<file path="config.mk">
export PLATFORM = sky130hd
export DESIGN_NAME = uart_rx_sampler_flat
export DESIGN_NICKNAME = d
export VERILOG_FILES = /design/src/rtl/uart_rx_sampler_if.sv /design/src/rtl/uart_rx_sampler.sv /design/src/flat_wrapper.sv
export SDC_FILE = /design/constraint.sdc
export NUM_CORES = 1
export LEC_CHECK = 0
export BUFFER_PORTS_ARGS = -buffer_cell sky130_fd_sc_hd__buf_2
export CORE_AREA = 4 4 86 88
export CTS_BUF_LIST = sky130_fd_sc_hd__clkbuf_4
export CTS_CLUSTER_DIAMETER = 200
export DETAILED_ROUTE_END_ITERATION = 6
export DIE_AREA = 0 0 90 92
export SYNTH_ARGS = -nofsm -noshare
export SYNTH_HDL_FRONTEND = slang
export SYNTH_SLANG_ARGS = --single-unit
</file>
<file path="constraint.sdc">
create_clock -name clk -period 1.65 [get_ports clk]
set_input_delay 0.2475 -clock clk [delete_from_list [all_inputs] [get_ports clk]]
set_output_delay 0.2475 -clock clk [all_outputs]
set_load 0.05 [all_outputs]
</file>
<file path="src/rtl/uart_rx_sampler_if.sv">
// Byte-side handshake and status bundle of the UART receiver.
// The receiver is the master (it produces bytes); fabric logic is the slave.
interface uart_rx_sampler_if;
  logic [7:0] data_out;
  logic       data_valid;
  logic       data_ready;
  logic       framing_err;
  logic       overrun;
  logic       overrun_clr;
  logic       busy;

  modport master (
    output data_out,
    output data_valid,
    output framing_err,
    output overrun,
    output busy,
    input  data_ready,
    input  overrun_clr
  );

  modport slave (
    input  data_out,
    input  data_valid,
    input  framing_err,
    input  overrun,
    input  busy,
    output data_ready,
    output overrun_clr
  );
endinterface

</file>
<file path="src/rtl/uart_rx_sampler.sv">
// 8N1 UART receiver: 16x oversampling, 3-sample majority vote per bit,
// single-entry valid/ready holding register with framing and overrun reporting.
module uart_rx_sampler #(
  parameter int CLK_HZ = 50_000_000,
  parameter int BAUD   = 115200
) (
  input  logic              clk,
  input  logic              reset,
  input  logic              rxd,
  uart_rx_sampler_if.master rx_if
);

  localparam int DIV   = (CLK_HZ + BAUD * 8) / (BAUD * 16);
  localparam int DIV_W = (DIV > 1) ? $clog2(DIV) : 1;
  localparam logic [DIV_W-1:0] DIV_LAST = DIV_W'(DIV - 1);

  generate
    if (DIV < 1) begin : g_div_check
      $error("uart_rx_sampler: CLK_HZ too low for BAUD, oversample divider is zero");
    end
  endgenerate

  typedef enum logic [2:0] {
    ST_IDLE,
    ST_START,
    ST_DATA,
    ST_STOP,
    ST_BREAK
  } state_t;

  state_t           state_q, state_d;
  logic             sync1_q, sync1_d;
  logic             rxs_q, rxs_d;
  logic [DIV_W-1:0] div_q, div_d;
  logic [3:0]       sample_q, sample_d;
  logic [2:0]       bit_q, bit_d;
  logic             s7_q, s7_d;
  logic             s8_q, s8_d;
  logic [7:0]       shift_q, shift_d;
  logic [7:0]       data_out_q, data_out_d;
  logic             data_valid_q, data_valid_d;
  logic             framing_err_q, framing_err_d;
  logic             overrun_q, overrun_d;

  logic tick;
  logic vote;
  logic accept;
  logic deliver;
  logic frame_bad;
  logic overrun_set;

  always_ff @(posedge clk) begin
    if (reset) begin
      state_q       <= ST_IDLE;
      sync1_q       <= 1'b1;
      rxs_q         <= 1'b1;
      div_q         <= '0;
      sample_q      <= '0;
      bit_q         <= '0;
      s7_q          <= 1'b1;
      s8_q          <= 1'b1;
      shift_q       <= '0;
      data_out_q    <= '0;
      data_valid_q  <= 1'b0;
      framing_err_q <= 1'b0;
      overrun_q     <= 1'b0;
    end else begin
      state_q       <= state_d;
      sync1_q       <= sync1_d;
      rxs_q         <= rxs_d;
      div_q         <= div_d;
      sample_q      <= sample_d;
      bit_q         <= bit_d;
      s7_q          <= s7_d;
      s8_q          <= s8_d;
      shift_q       <= shift_d;
      data_out_q    <= data_out_d;
      data_valid_q  <= data_valid_d;
      framing_err_q <= framing_err_d;
      overrun_q     <= overrun_d;
    end
  end

  always_comb begin
    state_d       = state_q;
    sync1_d       = rxd;
    rxs_d         = sync1_q;
    div_d         = div_q;
    sample_d      = sample_q;
    bit_d         = bit_q;
    s7_d          = s7_q;
    s8_d          = s8_q;
    shift_d       = shift_q;
    data_out_d    = data_out_q;
    data_valid_d  = data_valid_q;
    framing_err_d = 1'b0;
    overrun_d     = overrun_q;
    deliver       = 1'b0;
    frame_bad     = 1'b0;
    overrun_set   = 1'b0;

    tick   = (div_q == DIV_LAST);
    vote   = (s7_q & s8_q) | (s7_q & rxs_q) | (s8_q & rxs_q);
    accept = data_valid_q & rx_if.data_ready;

    // Samples 7 and 8 are latched; sample 9 is voted live together with them.
    if (tick) begin
      div_d    = '0;
      sample_d = sample_q + 4'd1;
      if (sample_q == 4'd7) s7_d = rxs_q;
      if (sample_q == 4'd8) s8_d = rxs_q;
    end else begin
      div_d = div_q + 1'b1;
    end

    unique case (state_q)
      ST_IDLE: begin
        div_d    = '0;
        sample_d = '0;
        bit_d    = '0;
        if (!rxs_q) state_d = ST_START;
      end

      ST_START: begin
        if (tick && sample_q == 4'd9 && vote) begin
          state_d = ST_IDLE;
        end else if (tick && sample_q == 4'd15) begin
          state_d = ST_DATA;
          bit_d   = '0;
        end
      end

      ST_DATA: begin
        if (tick && sample_q == 4'd9) shift_d = {vote, shift_q[7:1]};
        if (tick && sample_q == 4'd15) begin
          if (bit_q == 3'd7) state_d = ST_STOP;
          else               bit_d   = bit_q + 3'd1;
        end
      end

      // Leaving at sample 9 of the stop bit lets a back-to-back start be caught early.
      ST_STOP: begin
        if (tick && sample_q == 4'd9) begin
          if (vote) begin
            deliver = 1'b1;
            state_d = ST_IDLE;
          end else begin
            frame_bad = 1'b1;
            state_d   = ST_BREAK;
          end
        end
      end

      ST_BREAK: begin
        div_d    = '0;
        sample_d = '0;
        if (rxs_q) state_d = ST_IDLE;
      end

      default: state_d = ST_IDLE;
    endcase

    if (accept) data_valid_d = 1'b0;

    // A same-cycle accept frees the holding register for the new byte.
    if (deliver) begin
      if (!data_valid_q || accept) begin
        data_out_d   = shift_q;
        data_valid_d = 1'b1;
      end else begin
        overrun_set = 1'b1;
      end
    end

    framing_err_d = frame_bad;

    if (overrun_set)            overrun_d = 1'b1;
    else if (rx_if.overrun_clr) overrun_d = 1'b0;
  end

  assign rx_if.data_out    = data_out_q;
  assign rx_if.data_valid  = data_valid_q;
  assign rx_if.framing_err = framing_err_q;
  assign rx_if.overrun     = overrun_q;
  assign rx_if.busy        = (state_q != ST_IDLE);

endmodule

</file>
<file path="src/flat_wrapper.sv">
// flat-port wrapper written by rule: the top's interface ports become plain ports
module uart_rx_sampler_flat 
#(
  parameter int CLK_HZ = 50_000_000,
  parameter int BAUD   = 115200
)
  (clk, reset, rxd, rx_if_data_out, rx_if_data_valid, rx_if_framing_err, rx_if_overrun, rx_if_busy, rx_if_data_ready, rx_if_overrun_clr);
  uart_rx_sampler_if rx_if_i ();
  input  logic clk;
  input  logic reset;
  input  logic rxd;
  output wire logic [$bits(rx_if_i.data_out)-1:0] rx_if_data_out;
  output wire logic [$bits(rx_if_i.data_valid)-1:0] rx_if_data_valid;
  output wire logic [$bits(rx_if_i.framing_err)-1:0] rx_if_framing_err;
  output wire logic [$bits(rx_if_i.overrun)-1:0] rx_if_overrun;
  output wire logic [$bits(rx_if_i.busy)-1:0] rx_if_busy;
  input wire logic [$bits(rx_if_i.data_ready)-1:0] rx_if_data_ready;
  input wire logic [$bits(rx_if_i.overrun_clr)-1:0] rx_if_overrun_clr;
  assign rx_if_data_out = rx_if_i.data_out;
  assign rx_if_data_valid = rx_if_i.data_valid;
  assign rx_if_framing_err = rx_if_i.framing_err;
  assign rx_if_overrun = rx_if_i.overrun;
  assign rx_if_busy = rx_if_i.busy;
  assign rx_if_i.data_ready = rx_if_data_ready;
  assign rx_if_i.overrun_clr = rx_if_overrun_clr;
  uart_rx_sampler #(.CLK_HZ(CLK_HZ), .BAUD(BAUD)) u_core (.clk(clk), .reset(reset), .rxd(rxd), .rx_if(rx_if_i));
endmodule
</file>
==> impl_metrics.toml <==
[final_layout]
insertedDiodeCount = 0
final_nets = 229
layout-drive-gt1-share_pct = 31.7
final_common_cell = "dfxtp_1"
fin_util_pct = 32.7
layout_common_cells = "dfxtp_1, nor2_1, buf_4"
area_growth_pct = 30.4

[sta]
holdWs_ns = 0.0909
worstMarginPinSlew_ns = 0.323
hold_viol_final = 0
final-max-slew-violation-count = 0
setup_viol = 8
fin_crit_sh_pct = 103
grt_setup_unrepaired = "true"
fin_crit_ns = 1.70
relSlewSlack_pct = 78.4
timing.final.ws_setup_ns = -0.0534
max_freq_ghz = 0.587
finalClockSkew_ns = 0.00919

[worst_setup_path]
slowest_delay_ns = 0.35
path_buf_inv = 2
critPathCaptureType = "flip-flop"
worst_ep_arrival_time_ns = 1.93
worst_ep_required_time_ns = 1.88
cp_top_family = "simple AND/OR/NAND/NOR gates"
startpoint_type = "flip-flop"
cp-startpoint = "u_core.div_q[0]"
path_cells = "inv_2 -> ha_4 -> and4b_2 -> and4_4 -> and3b_2 -> buf_12 -> mux2i_1 -> nor2_1"
path_max_fanout = 8
r2r-start = "u_core.div_q[0]"
crit_type = "reg2reg"
cpMaxStageDelayCell = "dfxtp_2"

[synthesis]
netlist_area_um2 = 1670
synth-edff-count = 0
synth_fa_ha_area_share_pct = 5.86
ys_ff_latch = 38
yosysSeqAreaShare_pct = 45.7
synth_xor_area_share_pct = 3.16
ys.flop_type = "dfxtp_1"
synthSimpleGateAreaFrac_pct = 21.1
synthArstFlopShare_pct = 0
yosysWarnings = 0
synth_top_family_by_area = "simple AND/OR/NAND/NOR gates"
netlist_instances = 177
synth_compound_area_share_pct = 8.79
synth_nets = 189
synth_area_per_cell_um2 = 9.41
synthMuxAreaShare_pct = 10.8
synth_cell_types = 41

[placed_design]
gp_congestion = 0.808
dp_hpwl_mm = 2.38
numPortBuffers = 16
dp_slack_ns = -0.180

[status]
violations = "setup timing"
status = "finished, violations left"

[power_and_ir_drop]
cellPowerDensity_nw_per_um2 = 838
vdd_drop_max_v = 0.000383
p_leak_uw = 0.000866

[die]
die_h_um = 92
core-area_um2 = 6640
num_rows = 30
die-area_um2 = 8280
dieWidth_um = 90
start_util_pct = 25.1
num_io_pins = 17

[job]
drv_cap = 0

[global_routing]
grt_pass1_vias = 1198
grt_overflow = 0
antenna_found_initial = 0
grt_max_degree = 19
grt_use_total_pct = 7.79
grt_first_pass_wirelength_mm = 5.40

[hold_path]
hold_path_class = "in2reg"
min-delay-start = "rxd"

[route]
dr.pass1.iters = 4
num_vias = 1315
vias_per_cell = 4.41
antenna_left = 0
totalWireLength_mm = 3.27
drc = 0
routedWlPerCell_um = 11.0
dr.first_iter.drc_count = 54

[clock_network]
cts_tree = "done"
postCtsHoldBufs = 0
path_clk_slew_ns = 0.12
cts_buffer_depth = 2
clock-sinks = 38
root_buffer = "clkbuf_4"
htree_levels = 2
numCtsBuffers = 5
clock_latency_ns = 0.34
## metal layers
metal  GRT usage (%)  up-vias  wire length, µm
met3            1.56        8              101
met4            3.83        0               76
met5               0        -                0
li1                -      687                -
met1            10.3      592             1590
met2            12.1       28             1500
## final cells by class
type / count / area [µm²]
Inverter: 7 / 26.3
Sequential cell: 38 / 766
Fill cell: 668 / 4470
Multi-Input combinational cell: 123 / 882
Clock inverter: 3 / 68.8
Timing Repair Buffer: 42 / 292
Clock buffer: 5 / 37.5
Tap cell: 80 / 100
## power by group
part	internal, µW	switching [µW]	leakage [µW]	total (µW)
Combinational	36.3	59.7	0.000502	96.1
Clock	474	315	0.0000554	789
Sequential	926	9.75	0.000309	936
Total	1440	385	0.000866	1820
## synthesized netlist by cell type, drive strengths merged (3+ instances only)
cell / instances / area, µm²
dfxtp: 38 / 761
nor2: 30 / 113
mux2i: 18 / 180
nand2: 10 / 37.5
a21oi: 7 / 35.0
ha: 7 / 87.6
inv: 7 / 26.3
clkbuf: 5 / 18.8
nor3: 5 / 25.0
buf: 4 / 31.3
xor2: 4 / 35.0
nand2b: 3 / 18.8
nor2b: 3 / 18.8
or2: 3 / 18.8
## final timing paths
path / to / cells past startpoint / slack (ns)
max: u_core.rx_if.data_out[0] / 8 / -0.05
max reg2reg: u_core.rx_if.data_out[0] / 8 / -0.05
min reg2reg: u_core.rxs_q / 1 / 0.43
min: u_core.rxs_d / 2 / 0.09
## per-stage QoR
stage	power (µW)	cell area, µm²	std cells	TNS [ns]
after floorplan	1010	1670	177	-0.268
after global placement	1040	1950	283	-2.21
after detailed placement	1040	1950	283	-2.50
after CTS	1840	2100	294	-0.640
after global routing	1880	2170	298	-1.50
final	1820	2170	298	-0.283
## timing repair
item | in CTS | in global routing
buffers inserted | 3 | 4
pin swaps | 3 | 10
endpoints found under the setup margin | 20 | 23
gates resized for setup | 8 | 10
## sequential cells by signal, indices dropped and copies added, names as in the netlist
| register | flops |
|---|---|
| u_core.rxs_q | 1 |
| u_core.state_q | 3 |
| u_core.rx_if.data_valid | 1 |
| u_core.s7_q | 1 |
| u_core.rx_if.framing_err | 1 |
| u_core.shift_q | 8 |
| u_core.s8_q | 1 |
| u_core.div_q | 5 |
| u_core.rx_if.overrun | 1 |
| u_core.rx_if.data_out | 8 |
| u_core.sample_q | 4 |
| u_core.bit_q | 3 |
| u_core.rxs_d | 1 |
## logic make-up after synthesis
group,count (synthesis)
buffers and inverters,16
flip-flops,38
AO/OA/AOI/OAI,21
adder cells (fa/ha/maj),8
XOR/XNOR,6
AND/OR/NAND/NOR,70
multiplexers,18
(Power assumes the default switching activity.)
